File: src/rtl/one_dimensional_node_pkg.sv
// Shared constants and port codes for the 1-D router node.
package one_dimensional_node_pkg;

    localparam int unsigned DATA_W   = 32;
    localparam int unsigned DEST_MSB = 31;
    localparam int unsigned DEST_LSB = 24;
    localparam int unsigned HOP_MSB  = 23;
    localparam int unsigned HOP_LSB  = 16;

    typedef enum logic [1:0] {
        PORT_NONE  = 2'b00,
        PORT_LEFT  = 2'b01,
        PORT_RIGHT = 2'b10,
        PORT_SELF  = 2'b11
    } port_t;

endpackage

File: src/rtl/node_arbiter.sv
// Picks one of three buffered requests (bit0 left, bit1 right, bit2 self) per cycle.
// ROUND_ROBIN_ARB_EN selects rotating priority; otherwise fixed self > left > right.
module node_arbiter
    import one_dimensional_node_pkg::*;
(
    input  logic [2:0] req,
    output logic [1:0] grant
`ifdef ROUND_ROBIN_ARB_EN
    ,
    input  logic       clk,
    input  logic       reset_n
`endif
);

`ifdef ROUND_ROBIN_ARB_EN
    // head: 0 = left first, 1 = right first, 2 = self first
    logic [1:0] head;

    always_comb begin
        grant = PORT_NONE;
        case (head)
            2'd1: begin
                if (req[1])      grant = PORT_RIGHT;
                else if (req[2]) grant = PORT_SELF;
                else if (req[0]) grant = PORT_LEFT;
            end
            2'd2: begin
                if (req[2])      grant = PORT_SELF;
                else if (req[0]) grant = PORT_LEFT;
                else if (req[1]) grant = PORT_RIGHT;
            end
            default: begin
                if (req[0])      grant = PORT_LEFT;
                else if (req[1]) grant = PORT_RIGHT;
                else if (req[2]) grant = PORT_SELF;
            end
        endcase
    end

    always_ff @(posedge clk) begin
        if (!reset_n) begin
            head <= 2'd0;
        end else begin
            case (grant)
                PORT_LEFT:  head <= 2'd1;
                PORT_RIGHT: head <= 2'd2;
                PORT_SELF:  head <= 2'd0;
                default:    head <= head;
            endcase
        end
    end
`else
    always_comb begin
        grant = PORT_NONE;
        if (req[2])      grant = PORT_SELF;
        else if (req[0]) grant = PORT_LEFT;
        else if (req[1]) grant = PORT_RIGHT;
    end
`endif

endmodule

File: src/rtl/one_dimensional_node.sv
// Router node of a linear interconnect: one-word buffers per input, one grant per cycle,
// routing by destination field. Macro ROUND_ROBIN_ARB_EN enables rotating arbitration.
module one_dimensional_node #(
    parameter int unsigned DATA_W  = 32,
    parameter int unsigned NODE_ID = 0
) (
    input  logic              shiftInCLK,
    input  logic              resetN,
    input  logic [DATA_W-1:0] shiftInLeftData,
    input  logic              shiftInLeftCS,
    input  logic [DATA_W-1:0] shiftInRightData,
    input  logic              shiftInRightCS,
    input  logic [DATA_W-1:0] shiftInData,
    input  logic              shiftInCS,
    output logic [DATA_W-1:0] shiftOutLeftData,
    output logic              shiftOutLeftCS,
    output logic [DATA_W-1:0] shiftOutRightData,
    output logic              shiftOutRightCS,
    output logic [DATA_W-1:0] shiftOutData,
    output logic              shiftOutCS,
    output logic              shiftOutCLK,
    output logic [1:0]        dataSource,
    output logic [1:0]        outputSelect,
    output logic              controllerEn,
    output logic [DATA_W-1:0] instruction,
    output logic [DATA_W-1:0] instructionTo
);
    import one_dimensional_node_pkg::*;

    localparam logic [7:0] NODE_ADDR = 8'(NODE_ID);

    logic [DATA_W-1:0] left_buf, right_buf, self_buf;
    logic              left_full, right_full, self_full;
    logic [1:0]        grant;
    logic [2:0]        take;
    logic [DATA_W-1:0] word, fwd_word;
    port_t             route;

    assign shiftOutCLK = shiftInCLK;

    node_arbiter u_arb (
        .req     ({self_full, right_full, left_full}),
        .grant   (grant)
`ifdef ROUND_ROBIN_ARB_EN
        ,
        .clk     (shiftInCLK),
        .reset_n (resetN)
`endif
    );

    always_comb begin
        take = '0;
        word = '0;
        case (grant)
            PORT_LEFT:  begin take[0] = 1'b1; word = left_buf;  end
            PORT_RIGHT: begin take[1] = 1'b1; word = right_buf; end
            PORT_SELF:  begin take[2] = 1'b1; word = self_buf;  end
            default:    ;
        endcase
        if (word[DEST_MSB:DEST_LSB] == NODE_ADDR)     route = PORT_SELF;
        else if (word[DEST_MSB:DEST_LSB] < NODE_ADDR) route = PORT_LEFT;
        else                                          route = PORT_RIGHT;
        fwd_word = word;
        if (route != PORT_SELF) fwd_word[HOP_MSB:HOP_LSB] = word[HOP_MSB:HOP_LSB] + 8'd1;
    end

    always_ff @(posedge shiftInCLK) begin
        if (!resetN) begin
            left_buf          <= '0;
            right_buf         <= '0;
            self_buf          <= '0;
            left_full         <= 1'b0;
            right_full        <= 1'b0;
            self_full         <= 1'b0;
            shiftOutLeftData  <= '0;
            shiftOutLeftCS    <= 1'b0;
            shiftOutRightData <= '0;
            shiftOutRightCS   <= 1'b0;
            shiftOutData      <= '0;
            shiftOutCS        <= 1'b0;
            dataSource        <= PORT_NONE;
            outputSelect      <= PORT_NONE;
            controllerEn      <= 1'b0;
            instruction       <= '0;
            instructionTo     <= '0;
        end else begin
            // A buffer granted this edge is free again, so a same-edge strobe refills it.
            if (shiftInLeftCS && (!left_full || take[0])) begin
                left_buf  <= shiftInLeftData;
                left_full <= 1'b1;
            end else if (take[0]) begin
                left_full <= 1'b0;
            end
            if (shiftInRightCS && (!right_full || take[1])) begin
                right_buf  <= shiftInRightData;
                right_full <= 1'b1;
            end else if (take[1]) begin
                right_full <= 1'b0;
            end
            if (shiftInCS && (!self_full || take[2])) begin
                self_buf  <= shiftInData;
                self_full <= 1'b1;
            end else if (take[2]) begin
                self_full <= 1'b0;
            end

            controllerEn    <= (grant != PORT_NONE);
            dataSource      <= grant;
            outputSelect    <= PORT_NONE;
            shiftOutLeftCS  <= 1'b0;
            shiftOutRightCS <= 1'b0;
            shiftOutCS      <= 1'b0;
            if (grant != PORT_NONE) begin
                instruction   <= word;
                instructionTo <= fwd_word;
                outputSelect  <= route;
                case (route)
                    PORT_LEFT: begin
                        shiftOutLeftData <= fwd_word;
                        shiftOutLeftCS   <= 1'b1;
                    end
                    PORT_RIGHT: begin
                        shiftOutRightData <= fwd_word;
                        shiftOutRightCS   <= 1'b1;
                    end
                    default: begin
                        shiftOutData <= fwd_word;
                        shiftOutCS   <= 1'b1;
                    end
                endcase
            end
        end
    end

endmodule

File: config.mk
export PLATFORM = sky130hd
export DESIGN_NAME = one_dimensional_node
export DESIGN_NICKNAME = d
export VERILOG_FILES = /design/src/rtl/one_dimensional_node_pkg.sv /design/src/rtl/node_arbiter.sv /design/src/rtl/one_dimensional_node.sv
export SDC_FILE = /design/constraint.sdc
export NUM_CORES = 1
export LEC_CHECK = 0
export ABC_AREA = 1
export CORE_MARGIN = 4
export CORE_UTILIZATION = 48
export CTS_BUF_LIST = sky130_fd_sc_hd__clkbuf_8
export DETAILED_ROUTE_END_ITERATION = 7
export GPL_ROUTABILITY_DRIVEN = 0
export PLACE_DENSITY = 0.91
export SLEW_MARGIN = 20
export SYNTH_ARGS = -nofsm -noshare
export SYNTH_HDL_FRONTEND = slang
export SYNTH_SLANG_ARGS = --single-unit
File: constraint.sdc
create_clock -name shiftInCLK -period 2.44 [get_ports shiftInCLK]
set_clock_uncertainty 0.2 [all_clocks]
set_input_delay 0.488 -clock shiftInCLK [delete_from_list [all_inputs] [get_ports shiftInCLK]]
set_output_delay 0.488 -clock shiftInCLK [all_outputs]
set_load 0.01 [all_outputs]
After elaboration in Yosys (flattened, before gate mapping). Index checks and enable logic that the tools add are counted.

Register bits: 267. Word-level logic and storage cells: 64.

Add/subtract/negate cells: 1. $lt $le $gt $ge: 1. Eq/ne operators: 6. Muxes and demuxes: 19. Bitwise gates (word level): 1. Reductions and logical operators: 19.

Operators with widths (number): one-hot mux 32 bit (3 select lines) (1); 2-to-1 mux 1 bit (12); 2-to-1 mux 2 bit (5); adder 8 x 1 -> 8 bit (second input constant) (1); logical NOT 8 bit (1); < comparator 8 x 1 -> 1 bit (second input constant) (1); 2-to-1 mux 8 bit (1); AND reduction 2 bit (4); nonzero test 2 bit (4); equality test 2 bit (second input constant) (3); equality test 2 x 1 -> 1 bit (second input constant) (2); logical AND 1 bit (3); logical NOT 1 bit (3); logical OR 1 bit (3); inequality test 2 bit (second input constant) (1); OR reduction 2 bit (1); inverter 1 bit (1).

Logic depth before layout (Yosys ltp).
Word-level depth: 12. Mapped depth: 15.

By module. A second synthesis with hierarchy kept.

Cells, all modules: 1077. Area total of the unflattened synthesis: 8265.4 um^2.

Modules (own cells, without submodules): one_dimensional_node (times used 1, cells an instance 1072, area each 8246.7 um^2); node_arbiter (times used 1, cells an instance 5, area each 18.8 um^2).

==> impl_metrics.env <==
export IMPL_run_status="complete, no violations"
export IMPL_synth_top_cell_by_area="dfxtp_1"
export IMPL_synth_most_common_cell="nand2_1"
export IMPL_power_density_nw_per_um2=772
export IMPL_portBuffers=236
export IMPL_netSwitchingPower_uw=2480
export IMPL_busiest_layer="met2"
export IMPL_drc_errors=0
export IMPL_max_cap_violations=0
export IMPL_synth_cell_area_sq_um=8480
export IMPL_worstPathMaxFanout=2
export IMPL_criticalPathCategory="clock port to output port"
export IMPL_die_y_um=141
export IMPL_crit_family="buffers and inverters"
export IMPL_wl_per_cell_um=15.8
export IMPL_holdPathEnd="shiftOutData[15]"
export IMPL_cpPeakStageDelay_ns=0.27
export IMPL_grt_pass1_wl_um=39100
export IMPL_core_area_sq_um=17300
export IMPL_worst_r2r_cell_count=12
export IMPL_hold_depth=3
export IMPL_drt_iter0_markers=610
export IMPL_gr_usage_met2_pct=39.9
export IMPL_synth_edf_count=0
export IMPL_reg2reg_from="self_full"
export IMPL_rsz0062_at_grt="false"
export IMPL_p_clk_share_pct=38.3
export IMPL_grt_max_degree=65
export IMPL_synth_top_area_share_pct=49.3
export IMPL_start_util_pct=49.1
export IMPL_p_sw_share_pct=27.5
export IMPL_grt_pass1_vias=7626
export IMPL_yosys_top_cells_count="nand2_1, dfxtp_1, nor2_1"
export IMPL_crit_chain="clkbuf_8, clkbuf_8, dlygate4sd2_1"
export IMPL_firstDrtPassIters=6
export IMPL_syn_area_per_cell_sq_um=7.44
export IMPL_yosysSeqAreaShare_pct=49.3
export IMPL_crit_path_end_kind="output port"
export IMPL_drive_gt1_share_pct=8.83
export IMPL_ff2ff_setup_slack_ns=0.20
export IMPL_routed_wl_um=25600
export IMPL_synth_ff_type="dfxtp_1"
export IMPL_power_uw=9020
export IMPL_setup_viol_count_final=0
export IMPL_rows=48
export IMPL_crit_top_cell="clkbuf_8"
export IMPL_pwr_share_comb_pct=18.7
export IMPL_worst_slew_pin_slew_ns=0.586
export IMPL_critPathBufInv=3
export IMPL_arrival_ns=1.72
export IMPL_cp_slowest_cell="dlygate4sd2_1"
export IMPL_use_met3_pct=5.26
export IMPL_yosys_warnings=0
export IMPL_grt_usage_pct=24.6
export IMPL_dieArea_sq_um=19900
export IMPL_ios=270
export IMPL_vias=8093
export IMPL_area_growth_pct=37.8
export IMPL_ys_async_sr_fraction_pct=0
export IMPL_cp_required_ns=1.75
export IMPL_drtAntennaViolNets=0
export IMPL_via_per_inst=5.00
export IMPL_grt_ovfl_total=0
export IMPL_syn_instance_count=1140
export IMPL_hold_viol=0
export IMPL_r2r_end="instructionTo[21]"
export IMPL_cts_tree="done"
export IMPL_dp_final_hpwl_um=18600
export IMPL_yosys_cell_types_count=30
export IMPL_worstHoldPathType="input pin to register"
export IMPL_ctsHoldBuffers=0
export IMPL_slew_headroom_pct=61.0
export IMPL_peakVddDrop_uv=431
export IMPL_leakage_uw=0.00529
export IMPL_fin_setup_tns_ns=0
export IMPL_p_int_uw=6540
export IMPL_seqPwrFrac_pct=42.9
export IMPL_critPathLaunchType="clock port"
export IMPL_layout_nets=1469
export IMPL_synth_area_leaders="dfxtp_1, nand2_1, nor2_1, o21ai_0, buf_4"
export IMPL_antenna_found_initial=1
export IMPL_met1_usage_pct=31.7
export IMPL_report_final_slew_viol_count=0
export IMPL_ys_ff_latch=209
export IMPL_hold_start="resetN"
export IMPL_insertion_delay_ns=0.62
export IMPL_path_clk_slew_ns=0.06
export IMPL_die_w_um=141
layout by cell type (no fill, tap or decap), types with 37 or more instances in the layout:
master           count
dfxtp_1            207
o21ai_0            111
buf_4               37
nand3_1             56
a21oi_1             61
inv_1               97
clkdlybuf4s50_1    234
clkbuf_8            46
nand2_1            226
nor2_1             195
per-layer routing:
| metal | vias up | wire length (um) |
|---|---|---|
| met5 | - | 0 |
| met4 | 0 | 830 |
| met3 | 62 | 1960 |
| met2 | 334 | 12100 |
| met1 | 3712 | 10800 |
| li1 | 3985 | - |
worst max-delay path by stage:
stage	start	end	slack (ns)	depth (start not counted)
final	shiftInCLK	shiftOutCLK	0.04	3
after global routing	self_full	shiftOutData[8]	0.02	13
after CTS	left_full	shiftOutRightData[9]	0.01	10
after detailed placement	self_full	shiftOutRightData[9]	0.03	11
after global placement	shiftInCLK	shiftOutCLK	0.08	1
after floorplan	left_full	instructionTo[22]	0.36	14
worst register-to-register path: stages, from the launching register on:
cell	delay, ns
dfxtp_2	0.34
buf_12	0.15
nor2_2	0.23
buf_4	0.17
nand2_1	0.05
nand3_1	0.29
nand3_1	0.20
nor2_1	0.21
nand2_1	0.08
nand2_1	0.06
nand3_1	0.07
nand2_1	0.06
inv_1	0.04
layout make-up:
class | instances | area [sq um]
sequential | 209 | 4190
tap | 225 | 282
antenna | 2 | 5.00
fill | 1427 | 5610
clock inverter | 21 | 169
multi-input combinational | 747 | 3310
timing repair buffer | 277 | 2750
clock buffer | 47 | 642
inverter | 92 | 348
what timing repair did:
item | 4_1_cts | 5_1_grt
cloned | 0 | 1
resized for setup | 1 | 8
buffers inserted | 0 | 3
endpoints found under the hold margin | 0 | 0
pin swaps | 0 | 1
endpoints found under the setup margin | 1 | 61
power by group through the flow:
stage                     sequential (uW)  combinational [uW]  clock [uW]
final                                3870                1690        3460
after global routing                 3900                1840        3700
after global placement               3930                1610        41.7
after CTS                            3870                1660        3520
after floorplan                      3970                 871        33.8
after detailed placement             3940                1650        41.7
stage by stage:
step / setup slack (ns) / hold WS (ns) / utilization [%] / std cells / area [sq um]
2_1_floorplan: 0.358 / 0.230 / - / 1172 / 8600
3_3_place_gp: 0.0832 / 0.226 / 62.5 / 1547 / 10800
3_5_place_dp: 0.0319 / 0.232 / 62.5 / 1547 / 10800
4_1_cts: 0.0140 / 0.151 / 67.2 / 1614 / 11600
5_1_grt: 0.0157 / 0.182 / 67.6 / 1620 / 11700
6_report: 0.0366 / 0.171 / 67.6 / 1620 / 11700
kinds of logic (layout without fill, tap and decap cells):
logic type	Yosys count	after routing	synth area share (%)
AND/OR/NAND/NOR	494	494	23.6
AO/OA/AOI/OAI	218	218	13.6
buffers and inverters	216	437	13.2
flip-flops	209	209	49.3
adder cells (fa/ha/maj)	1	1	0.147
other	1	35	0.0442
XOR/XNOR	1	1	0.103
state kept, by name, summed over array words and instances, names as in the netlist:
signal and flops:
instruction 32, left_buf 32, right_buf 32, self_buf 32, shiftOutData 32, shiftOutRightData 32
instructionTo 8, dataSource 2, outputSelect 2, controllerEn 1, left_full 1, right_full 1
self_full 1, shiftOutRightCS 1
Note: power is estimated with default switching activity, not from simulation.
==> edit 1 (config.mk and constraints unchanged) <==
Build with the macro `ROUND_ROBIN_ARB_EN` defined.
--- a/src/rtl/node_arbiter.sv
+++ b/src/rtl/node_arbiter.sv
@@ -2,2 +2,4 @@
 // ROUND_ROBIN_ARB_EN selects rotating priority; otherwise fixed self > left > right.
+`define ROUND_ROBIN_ARB_EN
+
 module node_arbiter
Behaviour: not the same (Yosys sat finds a counterexample within 4 cycles, from zero or initial values and one cycle with resetN low).
==> edit 1 against the original RTL <==
  * The run now ends with setup timing left
  * Worst setup slack worse by 0.35 ns
  * Critical endpoint is now shiftOutData[2]
  * Hold slack better by 0.070 ns
  * Register-to-register slack got worse by 0.51 ns
  * Cell area is 9.9% higher
  * Wire length is 9.4% higher
  * First-iteration DRC count decreased by 16%
  * Area after synthesis is 3.1% higher
  * Sequential cell count rose by 2
Power is not compared: it rests on default switching activity, and its combinational part moved more than twofold at a synthesized area within 25%.
==> edit 1: results (changes against the original RTL) <==
* Setup violations, final at 109 (+109)
* Post-synthesis cell count at 1132 (-0.70%)
* Share of layout cells above drive strength 1 at 19.5% (+11 points)
* Final net count at 1508 (+2.7%)
* Hold Path Origin: shiftOutData[25]
* Met2 usage at 45.2% (+5.4 points)
* Metal-1 WL at 10600 µm (-1.5%)
* Top Family by Delay on Critical Path: simple AND/OR/NAND/NOR gates
* Met3 Usage GRT at 5.29% (+0.034 points)
* Post-synthesis compound-gate area fraction at 16.4% (+2.8 points)
* Failing checks: setup timing
* R2r startpoint: u_arb.head[0]
* Critical Path AT at 3.07 ns (+1.35 ns)
* Worst hold path stage count at 2 (-1)
* Status: finished, violations left
* Slowest CP cell: dfxtp_2
* Met3 routed WL at 2200 µm (+12%)
* Crit Path Max Fanout at 9 (+7)
* Post-Synth XOR/XNOR Area at 0.200% (+0.097 points)
* TritonRoute pass-1 iters at 7 (+1)
* Worst Setup Slack, final at -0.310 ns (-0.347 ns)
* Post-synth top cells: dfxtp_1 (211), nor2_1 (199), nand2_1 (171), o21ai_0 (95), inv_1 (86)
* Worst rel slew slack at 64.5% (+3.5 points)
* Final std cells w/o fill at 1657 (+2.3%)
* First-pass GRT wire length at 42000 µm (+7.4%)
* Hold EP: shiftOutData[25]
* Synth area leaders: dfxtp_1 (48%), nor2_1 (8.5%), nand2_1 (7.3%)
* Number of post-CTS setup repair buffers at 9 (+9)
-- edit 1: worst max path at each step --
stage,from,to,slack (ns),cells past startpoint
finish,u_arb.head[0],shiftOutData[2],-0.31,18
detailed placement,u_arb.head[0],shiftOutRightData[6],-0.22,16
global placement,u_arb.head[0],instructionTo[20],-0.06,16
CTS,u_arb.head[0],shiftOutData[8],-0.17,18
global route,u_arb.head[0],shiftOutData[2],-0.39,18
floorplan,u_arb.head[0],instructionTo[20],-0.005,18
-- edit 1: cell families after synthesis --
logic type	after synthesis
adder cells (fa/ha/maj)	3
AND/OR/NAND/NOR	450
flip-flops	211
AO/OA/AOI/OAI	247
buffers and inverters	218
XOR/XNOR	2
other	1
-- edit 1: cell type report --
class	instances	area, µm²
fill	1257	5110
sequential	211	4230
multi-input combinational	737	3910
timing repair buffer	324	3300
clock buffer	46	633
inverter	92	354
tap	229	287
clock inverter	18	135
==> edit 2 (same flow settings) <==
Made on the original files. Register the inputs `shiftInLeftData`, `shiftInLeftCS`, `shiftInRightData`, `shiftInRightCS`, `shiftInData` and `shiftInCS` before use, with the module's reset. The logic sees them one clock later.
--- a/src/rtl/one_dimensional_node.sv
+++ b/src/rtl/one_dimensional_node.sv
@@ -30,2 +30,27 @@
     localparam logic [7:0] NODE_ADDR = 8'(NODE_ID);
+
+    logic [DATA_W-1:0] shiftInLeftData_q;
+    logic shiftInLeftCS_q;
+    logic [DATA_W-1:0] shiftInRightData_q;
+    logic shiftInRightCS_q;
+    logic [DATA_W-1:0] shiftInData_q;
+    logic shiftInCS_q;
+
+    always_ff @(posedge shiftInCLK) begin
+        if (!resetN) begin
+            shiftInLeftData_q  <= '0;
+            shiftInLeftCS_q    <= '0;
+            shiftInRightData_q <= '0;
+            shiftInRightCS_q   <= '0;
+            shiftInData_q      <= '0;
+            shiftInCS_q        <= '0;
+        end else begin
+            shiftInLeftData_q  <= shiftInLeftData;
+            shiftInLeftCS_q    <= shiftInLeftCS;
+            shiftInRightData_q <= shiftInRightData;
+            shiftInRightCS_q   <= shiftInRightCS;
+            shiftInData_q      <= shiftInData;
+            shiftInCS_q        <= shiftInCS;
+        end
+    end
 
@@ -87,4 +112,4 @@
             // A buffer granted this edge is free again, so a same-edge strobe refills it.
-            if (shiftInLeftCS && (!left_full || take[0])) begin
-                left_buf  <= shiftInLeftData;
+            if (shiftInLeftCS_q && (!left_full || take[0])) begin
+                left_buf  <= shiftInLeftData_q;
                 left_full <= 1'b1;
@@ -93,4 +118,4 @@
             end
-            if (shiftInRightCS && (!right_full || take[1])) begin
-                right_buf  <= shiftInRightData;
+            if (shiftInRightCS_q && (!right_full || take[1])) begin
+                right_buf  <= shiftInRightData_q;
                 right_full <= 1'b1;
@@ -99,4 +124,4 @@
             end
-            if (shiftInCS && (!self_full || take[2])) begin
-                self_buf  <= shiftInData;
+            if (shiftInCS_q && (!self_full || take[2])) begin
+                self_buf  <= shiftInData_q;
                 self_full <= 1'b1;
Check against the original RTL: not equivalent (a bounded check fails within 4 cycles, from zero or initial values and one cycle with resetN low).
==> edit 2 against the original RTL <==
  * Sequential share of layout area up 6.5 points
  * Total power increased by 20%
  * Utilization is 3.8 points lower
  * Area after synthesis rose by 33%
  * Sequential cell count grew 99
  * Sequential power is 40% higher
  * Clock power rose by 25%
  * Wire length rose by 14%
  * Cell area grew 25%
  * Worst setup slack got worse by 0.0096 ns
  * Critical path type unchanged
  * Largest cell class unchanged
  * Largest power group unchanged
  * Highest routed layer unchanged
==> edit 2: results (changes against the original RTL) <==
* Status: finished, final reports clean
* Post-synthesis cell count at 1454 (+28%)
* Leak at 7.03 nW (+33%)
* Total vias in the final route at 9677 (+20%)
* Starting DRT DRC Count at 667 (+9.3%)
* Net Sw Frac at 24.8% (-2.7 points)
* Fillers at 1905 (+33%)
* Worst rel slew slack at 55.2% (-5.7 points)
* Area grow syn2layout at 29.5%
* Met2 usage at 35.8% (-4.1 points)
* Nonclk buf count at 262 (-5.4%)
* Synth area leaders: dfxtp_1 (55%), nand2_1 (11%), inv_1 (6.6%)
* Min Hold Slack at 0.159 ns (-0.0114 ns)
* Register-to-register path setup slack at 0.16 ns (-0.04 ns)
* Final-layout clock buffer total at 59 (+26%)
* Met3 Usage GRT at 4.70% (-0.56 points)
* Share of layout cells above drive strength 1 at 6.25% (-2.6 points)
* Initial antenna violation count at 2 (+1)
* FF+latch area at 6170 µm² (+47%)
* First-pass GRT wire length at 46000 µm (+18%)
* Hold Path Origin: shiftInData[24]
* Final net count at 1764 (+20%)
* Multi-input logic area at 3630 µm² (+9.7%)
* Post-DP HPWL at 20800 µm (+12%)
* TritonRoute pass-1 iters at 7 (+1)
* Pre-CTS setup slack at 0.0832 ns (+0.0513 ns)
* Multi-In Gates at 836 (+12%)
* Hold-fix buffers, CTS at 1 (+1)
* Worst-Skew Late Latency at 0.66 ns (+0.04 ns)
* Peak VDD IR at 0.384 mV (-11%)
* Buffering overhead at 18.0% (-5.5 points)
* Flop+latch power at 5.40 mW (+40%)
* Core ar. at 22800 µm² (+32%)
* Post-synth top cells: nand2_1 (337), dfxtp_1 (308), inv_1 (199), nor2_1 (144), o21ai_0 (112)
* Hold EP: shiftInData_q[24]
* R2r startpoint: left_full
* Clk pwr share at 39.7% (+1.4 points)
* Worst Setup Slack, final at 0.0270 ns (-0.00960 ns)
* GRT Overall Usage at 21.6% (-3.0 points)
* Inst Count DP at 1924 (+24%)
* Post-DP Area at 13600 µm² (+26%)
* Number of unique standard cell types used by synthesis at 26 (-13%)
* Number of global-route vias before repair at 9125 (+20%)
* Clock Network Area Fraction at 6.69% (-0.24 points)
* R2r worst-path depth at 11 (-1)
## edit 2: routing by layer
layer / share of wire, % / wire (µm) / vias to the layer above
met2: 47 / 13600 / 427
met5: 0 / 0 / -
met4: 2.4 / 711 / 0
li1: - / - / 4785
met3: 7.8 / 2280 / 60
met1: 43 / 12500 / 4405
## edit 2: worst min-delay path, delay by kind of cell
family,cells,cell delay [ns]
buffers and inverters,2,0.43
and+or+nand+nor,1,0.06
## edit 2: cells by family (layout without fill, tap and decap cells)
family / Yosys count / count (layout) / synth area share, %
AND/OR/NAND/NOR: 569 / 569 / 20.5
buffers and inverters: 342 / 552 / 13.9
flip-flops: 308 / 308 / 54.8
AO/OA/AOI/OAI: 232 / 232 / 10.5
adder cells (fa/ha/maj): 1 / 1 / 0.111
other: 1 / 35 / 0.0334
XOR/XNOR: 1 / 1 / 0.0779
